<file path="config.mk">
export PLATFORM = sky130hd
export DESIGN_NAME = alu_exec_unit
export DESIGN_NICKNAME = d
export VERILOG_FILES = /design/src/rtl/alu_pkg.sv /design/src/rtl/alu_decode.sv /design/src/rtl/alu_exec_unit.sv
export SDC_FILE = /design/constraint.sdc
export NUM_CORES = 1
export LEC_CHECK = 0
export CAP_MARGIN = 20
export CORE_ASPECT_RATIO = 1.75
export CORE_MARGIN = 3
export CORE_UTILIZATION = 40
export DETAILED_ROUTE_END_ITERATION = 8
export GPL_TIMING_DRIVEN = 0
export PLACE_DENSITY = 0.64
export SLEW_MARGIN = 10
export SYNTH_ARGS = -nofsm -noshare
export SYNTH_HDL_FRONTEND = slang
export SYNTH_SLANG_ARGS = --single-unit
</file>
<file path="constraint.sdc">
create_clock -name clk -period 2.04 [get_ports clk]
set_clock_uncertainty 0.1 [all_clocks]
set_input_delay 0.306 -clock clk [delete_from_list [all_inputs] [get_ports clk]]
set_output_delay 0.306 -clock clk [all_outputs]
set_load 0.1 [all_outputs]
</file>
<file path="src/rtl/alu_pkg.sv">
// rtl/alu_pkg.sv - shared ALU control codes and alu_op class constants
package alu_pkg;

  typedef logic [3:0] alu_ctrl_t;

  localparam alu_ctrl_t CTRL_ADD  = 4'd0;
  localparam alu_ctrl_t CTRL_SUB  = 4'd1;
  localparam alu_ctrl_t CTRL_SLL  = 4'd2;
  localparam alu_ctrl_t CTRL_SLT  = 4'd3;
  localparam alu_ctrl_t CTRL_SLTU = 4'd4;
  localparam alu_ctrl_t CTRL_XOR  = 4'd5;
  localparam alu_ctrl_t CTRL_SRL  = 4'd6;
  localparam alu_ctrl_t CTRL_SRA  = 4'd7;
  localparam alu_ctrl_t CTRL_OR   = 4'd8;
  localparam alu_ctrl_t CTRL_AND  = 4'd9;
  localparam alu_ctrl_t CTRL_BEQ  = 4'd10;
  localparam alu_ctrl_t CTRL_BNE  = 4'd11;
  localparam alu_ctrl_t CTRL_BLT  = 4'd12;
  localparam alu_ctrl_t CTRL_BGE  = 4'd13;
  localparam alu_ctrl_t CTRL_BLTU = 4'd14;
  localparam alu_ctrl_t CTRL_BGEU = 4'd15;

  localparam logic [2:0] ALU_ADD = 3'b000;
  localparam logic [2:0] ALU_BR  = 3'b001;
  localparam logic [2:0] ALU_R   = 3'b010;
  localparam logic [2:0] ALU_I   = 3'b011;
  localparam logic [2:0] ALU_LUI = 3'b100;

  // Branch codes occupy the top of the code space (10..15).
  function automatic logic is_branch(input alu_ctrl_t c);
    return c >= CTRL_BEQ;
  endfunction

endpackage

</file>
<file path="src/rtl/alu_decode.sv">
// rtl/alu_decode.sv - maps alu_op/func3/func7 to the 4-bit ALU control code
module alu_decode
  import alu_pkg::*;
(
  input  logic [2:0] alu_op_i,
  input  logic [2:0] func3_i,
  input  logic       func7_i,
  output alu_ctrl_t  ctrl_o
);

  always_comb begin
    ctrl_o = CTRL_ADD;
    case (alu_op_i)
      ALU_BR: begin
        case (func3_i)
          3'b000:  ctrl_o = CTRL_BEQ;
          3'b001:  ctrl_o = CTRL_BNE;
          3'b100:  ctrl_o = CTRL_BLT;
          3'b101:  ctrl_o = CTRL_BGE;
          3'b110:  ctrl_o = CTRL_BLTU;
          3'b111:  ctrl_o = CTRL_BGEU;
          default: ctrl_o = CTRL_ADD;
        endcase
      end
      ALU_R, ALU_I: begin
        case (func3_i)
          // I-type ADDI carries immediate bit 30 in func7, so only R-type may select SUB.
          3'b000:  ctrl_o = (alu_op_i == ALU_R && func7_i) ? CTRL_SUB : CTRL_ADD;
          3'b001:  ctrl_o = CTRL_SLL;
          3'b010:  ctrl_o = CTRL_SLT;
          3'b011:  ctrl_o = CTRL_SLTU;
          3'b100:  ctrl_o = CTRL_XOR;
          3'b101:  ctrl_o = func7_i ? CTRL_SRA : CTRL_SRL;
          3'b110:  ctrl_o = CTRL_OR;
          default: ctrl_o = CTRL_AND;
        endcase
      end
      default: ctrl_o = CTRL_ADD;
    endcase
  end

endmodule

</file>
<file path="src/rtl/alu_exec_unit.sv">
// rtl/alu_exec_unit.sv - RV32I EX-stage ALU with registered result and branch mark
// Optional signed-overflow output enabled by ALU_OVF_FLAG_EN.
module alu_exec_unit
  import alu_pkg::*;
#(
  parameter int XLEN = 32
) (
  input  logic            clk,
  input  logic            rst,
  input  logic            en,
  input  logic            in_valid,
  input  logic [2:0]      alu_op,
  input  logic [2:0]      func3,
  input  logic            func7,
  input  logic [XLEN-1:0] op_a,
  input  logic [XLEN-1:0] op_b,
  output logic            out_valid,
  output logic [XLEN-1:0] alu_o,
  output logic            br_mark,
  output logic [3:0]      alu_ctrl_q
`ifdef ALU_OVF_FLAG_EN
  ,
  output logic            ovf
`endif
);

  alu_ctrl_t       ctrl_d;
  logic [XLEN-1:0] sum, diff, alu_d;
  logic [4:0]      shamt;
  logic            lt_s, lt_u, eq, br_d;
  logic            valid_q, br_q;
  logic [XLEN-1:0] alu_q;

  alu_decode u_decode (
    .alu_op_i (alu_op),
    .func3_i  (func3),
    .func7_i  (func7),
    .ctrl_o   (ctrl_d)
  );

  assign sum   = op_a + op_b;
  assign diff  = op_a - op_b;
  assign shamt = op_b[4:0];
  assign lt_s  = $signed(op_a) < $signed(op_b);
  assign lt_u  = op_a < op_b;
  assign eq    = op_a == op_b;

  always_comb begin
    br_d = 1'b0;
    case (ctrl_d)
      CTRL_BEQ:  br_d = eq;
      CTRL_BNE:  br_d = !eq;
      CTRL_BLT:  br_d = lt_s;
      CTRL_BGE:  br_d = !lt_s;
      CTRL_BLTU: br_d = lt_u;
      CTRL_BGEU: br_d = !lt_u;
      default:   br_d = 1'b0;
    endcase
  end

  always_comb begin
    alu_d = sum;
    case (ctrl_d)
      CTRL_SUB:  alu_d = diff;
      CTRL_SLL:  alu_d = op_a << shamt;
      CTRL_SLT:  alu_d = {{(XLEN-1){1'b0}}, lt_s};
      CTRL_SLTU: alu_d = {{(XLEN-1){1'b0}}, lt_u};
      CTRL_XOR:  alu_d = op_a ^ op_b;
      CTRL_SRL:  alu_d = op_a >> shamt;
      CTRL_SRA:  alu_d = $signed(op_a) >>> shamt;
      CTRL_OR:   alu_d = op_a | op_b;
      CTRL_AND:  alu_d = op_a & op_b;
      default:   alu_d = sum;
    endcase
    if (is_branch(ctrl_d)) alu_d = {{(XLEN-1){1'b0}}, br_d};
  end

  always_ff @(posedge clk or posedge rst) begin
    if (rst) begin
      valid_q    <= 1'b0;
      alu_q      <= '0;
      br_q       <= 1'b0;
      alu_ctrl_q <= CTRL_ADD;
    end else if (en) begin
      valid_q    <= in_valid;
      alu_q      <= alu_d;
      br_q       <= br_d;
      alu_ctrl_q <= ctrl_d;
    end
  end

  assign out_valid = valid_q;
  assign alu_o     = alu_q;
  assign br_mark   = br_q;

`ifdef ALU_OVF_FLAG_EN
  logic ovf_d, ovf_q;

  // Overflow when same-sign addends (or opposite-sign SUB operands) give a result of the other sign.
  always_comb begin
    ovf_d = 1'b0;
    if (ctrl_d == CTRL_ADD)
      ovf_d = (op_a[XLEN-1] == op_b[XLEN-1]) && (sum[XLEN-1] != op_a[XLEN-1]);
    else if (ctrl_d == CTRL_SUB)
      ovf_d = (op_a[XLEN-1] != op_b[XLEN-1]) && (diff[XLEN-1] != op_a[XLEN-1]);
  end

  always_ff @(posedge clk or posedge rst) begin
    if (rst)     ovf_q <= 1'b0;
    else if (en) ovf_q <= ovf_d;
  end

  assign ovf = ovf_q;
`endif

endmodule

</file>
Word-level counts from Yosys, hierarchy flattened
Index checks and enable logic that the tools add are counted.
- bits in latches: 0
- memory bits (read-only): 0
- logic and storage cells: 55
- bits in registers: 38
- output and inout port bits: 38
- memories kept: 0
- RAM bits: 0
- bits of input ports: 75
- magnitude comparators: 3
- equal/unequal tests: 26
- reduce and logical (&&, ||, !) cells: 6
- bitwise gates (word level): 3
- multipliers: 0
- div/mod/pow operators: 0
- $add $sub $neg: 2
- shift-type cells: 3
- mux-type cells: 8
- operator list (cell ; count):
    $pmux 32 s9 ; 1
    $lt 32x32->1 ; 2
    $add 32x32->32 ; 1
    $and 32x32->32 ; 1
    $eq 32x32->1 ; 1
    $eq 4x4->1 const B ; 8
    $mux 32 ; 1
    $or 32x32->32 ; 1
    $shl 32x5->32 ; 1
    $shr 32x5->32 ; 1
    $sshr 32x5->32 ; 1
    $sub 32x32->32 ; 1
    $xor 32x32->32 ; 1
    $pmux 4 s7 ; 1
    $pmux 4 s6 ; 1
    $eq 4x3->1 const B ; 4
    $eq 3x2->1 const B ; 4
    $eq 3x3->1 const B ; 4
    $eq 4x2->1 const B ; 2
    $pmux 4 s2 ; 1
    $eq 3x1->1 const B ; 2
    $pmux 1 s6 ; 1
    $eq 4x1->1 const B ; 1
    $ge 4x4->1 const B ; 1
    5 further kinds ; 8

Depth between registers and ports, before layout
- depth in word-level cells: 8
- mapped depth: 15
- gate-level depth less buffers: 14

Cells and area by module
Synthesis repeated with hierarchy kept, for this count alone.
- cells, all modules: 1442
- area total of the unflattened synthesis: 10827.9 µm²
- modules (own cells, without submodules) (module ; instances ; cells each ; sequential area each (µm²) ; area each (µm²)):
    alu_exec_unit ; 1 ; 1416 ; 950.9 ; 10613.9
    alu_decode ; 1 ; 26 ; 0.0 ; 214.0

Worst setup path after synthesis
No wires, ideal clock.
- path type: input port to flip-flop
- start: in op_b[1]
- end: reg alu_q[27], in the netlist alu_o[27]
- buffers on the path: 3
- required time: 1.810 ns
- arrival time: 3.808 ns
- setup slack: -1.998 ns
- stages: 15
- library setup time: 0.130 ns
- path through: inv_1 > clkbuf_1 > buf_2 > buf_2 > ha_1 > nor2_1 > o221ai_1 > a21oi_2 > a311oi_2 > or4b_1 > a2111oi_0 > nor3_1 > xnor2_1 > a221oi_1 > a21oi_1
- longest elaborated chain between the ends: 3
- elaborated cells on any way between the ends: 7
- classes of those cells: add/sub (2); shift (3); mux (2)
- RTL lines (what ; RTL line ; text):
    from (decl) ; alu_exec_unit.sv:16 ; input logic [XLEN-1:0] op_b,
    $add 32x32->32 (tied with other cells) ; alu_exec_unit.sv:41 ; assign sum = op_a + op_b;
    $pmux 32 s9 * ; alu_exec_unit.sv:63 ; case (ctrl_d)
    $mux 32 * ; alu_exec_unit.sv:75 ; if (is_branch(ctrl_d)) alu_d = {{(XLEN-1){1'b0}}, br_d};
    to (signal assigned) ; alu_exec_unit.sv:86 ; alu_q <= alu_d;
    to (decl) ; alu_exec_unit.sv:32 ; logic [XLEN-1:0] alu_q;
Every way passes the cells marked *; elsewhere a longest branch is shown, timed or not.
A chain may end at the register's enable or synchronous reset.

Worst setup path in the final report
Same ends and word-level chain as after synthesis.

==> results.tsv <==
metric	value	unit
tightest_slew	1240	ps
synth_area_leaders	ha_1, dfrtp_1, a21oi_1, nor2_1, o21ai_0	
grt_pass1_wl	102000	µm
synthArstFlopShare	100	%
p_seq_share	12.1	%
worstSetupStartpointType	input port	
hold_violations	0	
ios	113	
min_period_over_period	173	%
vias_per_cell	7.26	
tns	-37980	ps
root_buffer	clkbuf_16	
pre_cts_slack	-3110	ps
power_frac_clock	10.7	%
vias	15300	
port_buffers	109	
finalSetupViolCount	33	
yosysSeqAreaShare	9.20	%
drive_gt1_share	32.7	%
grt-ovfl-total	0	
core_area	25300	µm²
die_h	219	µm
fmax	284	MHz
crit_fanout	3	
dr.pass1.iters	9	
routedWlPerCell	35.1	µm
grt_antenna_before_repair	1	
cts_tree	yes	
dp_hpwl	53300	µm
maxCapViolations	0	
violations	setup timing	
final_area	15600	µm²
dp.cells	1950	
power_leakage	6.52	nW
ys_top_cells_by_count	nor2_1, a21oi_1, nand2_1, o21ai_0, inv_1	
initial_utilization	40.8	%
fin_crit	3520	ps
synth_top_area_share	11.7	%
synth_fp_nets	1696	
cts_buffers	5	
grt_pass1_vias	14900	
path_clk_slew	70	ps
stdcell_count	2101	
track_usage	50.5	%
finalWirelength	73900	µm
area_delta_synth_final	51.0	%
syn_area_per_cell	6.79	µm²
drc_errors	0	
ys_warn_count	0	
ys.flop_type	dfrtp_1	
netlist_area	10300	µm²
h-tree-depth	2	
pwr-share-comb	77.2	%
p_sw	4.70	mW
rows	77	
ys_seq_elements	38	
detail-route-antenna-nets	0	
path_class	input port to flip-flop	
synth_edf_count	0	
clk_path_buf_depth	2	
p_int	3.49	mW
critPathCaptureType	flip-flop	
synth_cell_types	86	
min_path_type	input port to async pin	
peakVddDrop	344	µV
yosysMostFrequentCell	nor2_1	
swShare	57.4	%
relSlewSlack	17.0	%
dpl-instance-area	12200	µm²
place_congestion	1.16	
die_w	128	µm
status	finished, violations left	
critPathRequiredTime	2130	ps
synth_top_cell_by_area	ha_1	
clkSinkCount	38	
grt_max_degree	33	
slew_violations	0	
nets	1956	
drt-initial-drc-count	1944	
worst_slack	-1480	ps
die_area	27900	µm²
final_util	61.6	%
clock_latency	300	ps
syn-instance-count	1522	
hold_buffers	0	
rsz0062_at_grt	yes	
crit_arrival	3610	ps
power_density	525	nW/µm²
## power by group through the flow
stage / logic (mW) / clock network, mW / registers [mW]
after global placement: 4.88 / 0 / 1.00
after detailed placement: 4.89 / 0 / 1.00
after CTS: 5.68 / 0.865 / 0.987
after global routing: 6.46 / 0.880 / 1.01
after floorplan: 2.18 / 0 / 2.05
final: 6.32 / 0.875 / 0.992
## critical path, stage by stage
cell and delay (ps):
buf_12 80, clkinvlp_4 90, clkbuf_16 180, buf_12 120, buf_12 140, ha_4 230
buf_6 120, nor2_4 100, o221ai_4 130, a21oi_4 290, a311oi_4 160, or4b_4 550
a2111oi_4 470, nor3_4 110, xnor2_1 160, a221oi_1 260, a21oi_1 70
## area by class of cell
cell class / instances / area [µm²]
multi-input combinational: 1262 / 10200
fill: 2266 / 9730
timing repair buffer: 265 / 2450
buffer: 105 / 1010
sequential: 38 / 951
inverter: 105 / 437
tap: 316 / 395
clock buffer: 6 / 139
clock inverter: 2 / 12.5
antenna: 2 / 5.00
## layout by cell type (no fill, tap or decap), types with 38 or more instances in the layout
cell type / netlist / layout
mux2i_1: 58 / 41
o21ai_0: 122 / 86
dfrtp_1: 38 / 38
inv_1: 102 / 87
ha_1: 97 / 79
buf_4: 1 / 126
dlygate4sd2_1: 0 / 52
nor2_1: 174 / 157
a21oi_1: 166 / 128
nand2_1: 151 / 143
## registers in the layout, summed over array words and instances (netlist names)
name and flops:
out_valid 1, alu_ctrl_q 4, alu_o 32, br_mark 1
## per-layer routing
layer | GRT usage [%] | up-vias | part of all wire, %
met5 | 0.368 | - | 0
met1 | 49.7 | 7093 | 30
met2 | 78.5 | 1413 | 44
li1 | - | 6078 | -
met3 | 14.8 | 670 | 11
met4 | 57.3 | 0 | 15
## metrics by stage
stage,power (mW),hold WS [ps]
floorplan,4.23,358
global placement,5.88,366
detailed placement,5.89,370
CTS,7.53,124
global route,8.35,143
finish,8.19,114
## cells by family (layout without fill, tap and decap cells)
group,Yosys count,count (layout),synth area share (%)
XOR/XNOR,38,38,3.22
buffers and inverters,222,483,8.50
flip-flops,38,38,9.20
other,0,2,0
AND/OR/NAND/NOR,485,485,21.3
AO/OA/AOI/OAI,545,545,34.3
adder cells (fa/ha/maj),99,99,12.1
multiplexers,95,95,11.4
## path summary, 6_finish.rpt
path / from / end / cells past startpoint / slack [ps]
max: op_b[1] / alu_o[27] / 17 / -1480
min: rst / alu_o[5] / 2 / 110
max reg2reg: alu_o[18] / alu_o[18] / 6 / 100
min reg2reg: alu_o[14] / alu_o[14] / 1 / 370
max in group asynchronous: rst / alu_o[28] / 3 / 1290
min in group clk: alu_o[14] / alu_o[14] / 1 / 370
## timing repair
item | 4_1_cts | 5_1_grt
pin swaps | 104 | 89
gates resized for setup | 570 | 136
setup buffers | 121 | 42
setup endpoints to repair | 76 | 36
No activity file was read; power rests on OpenSTA's default activity.
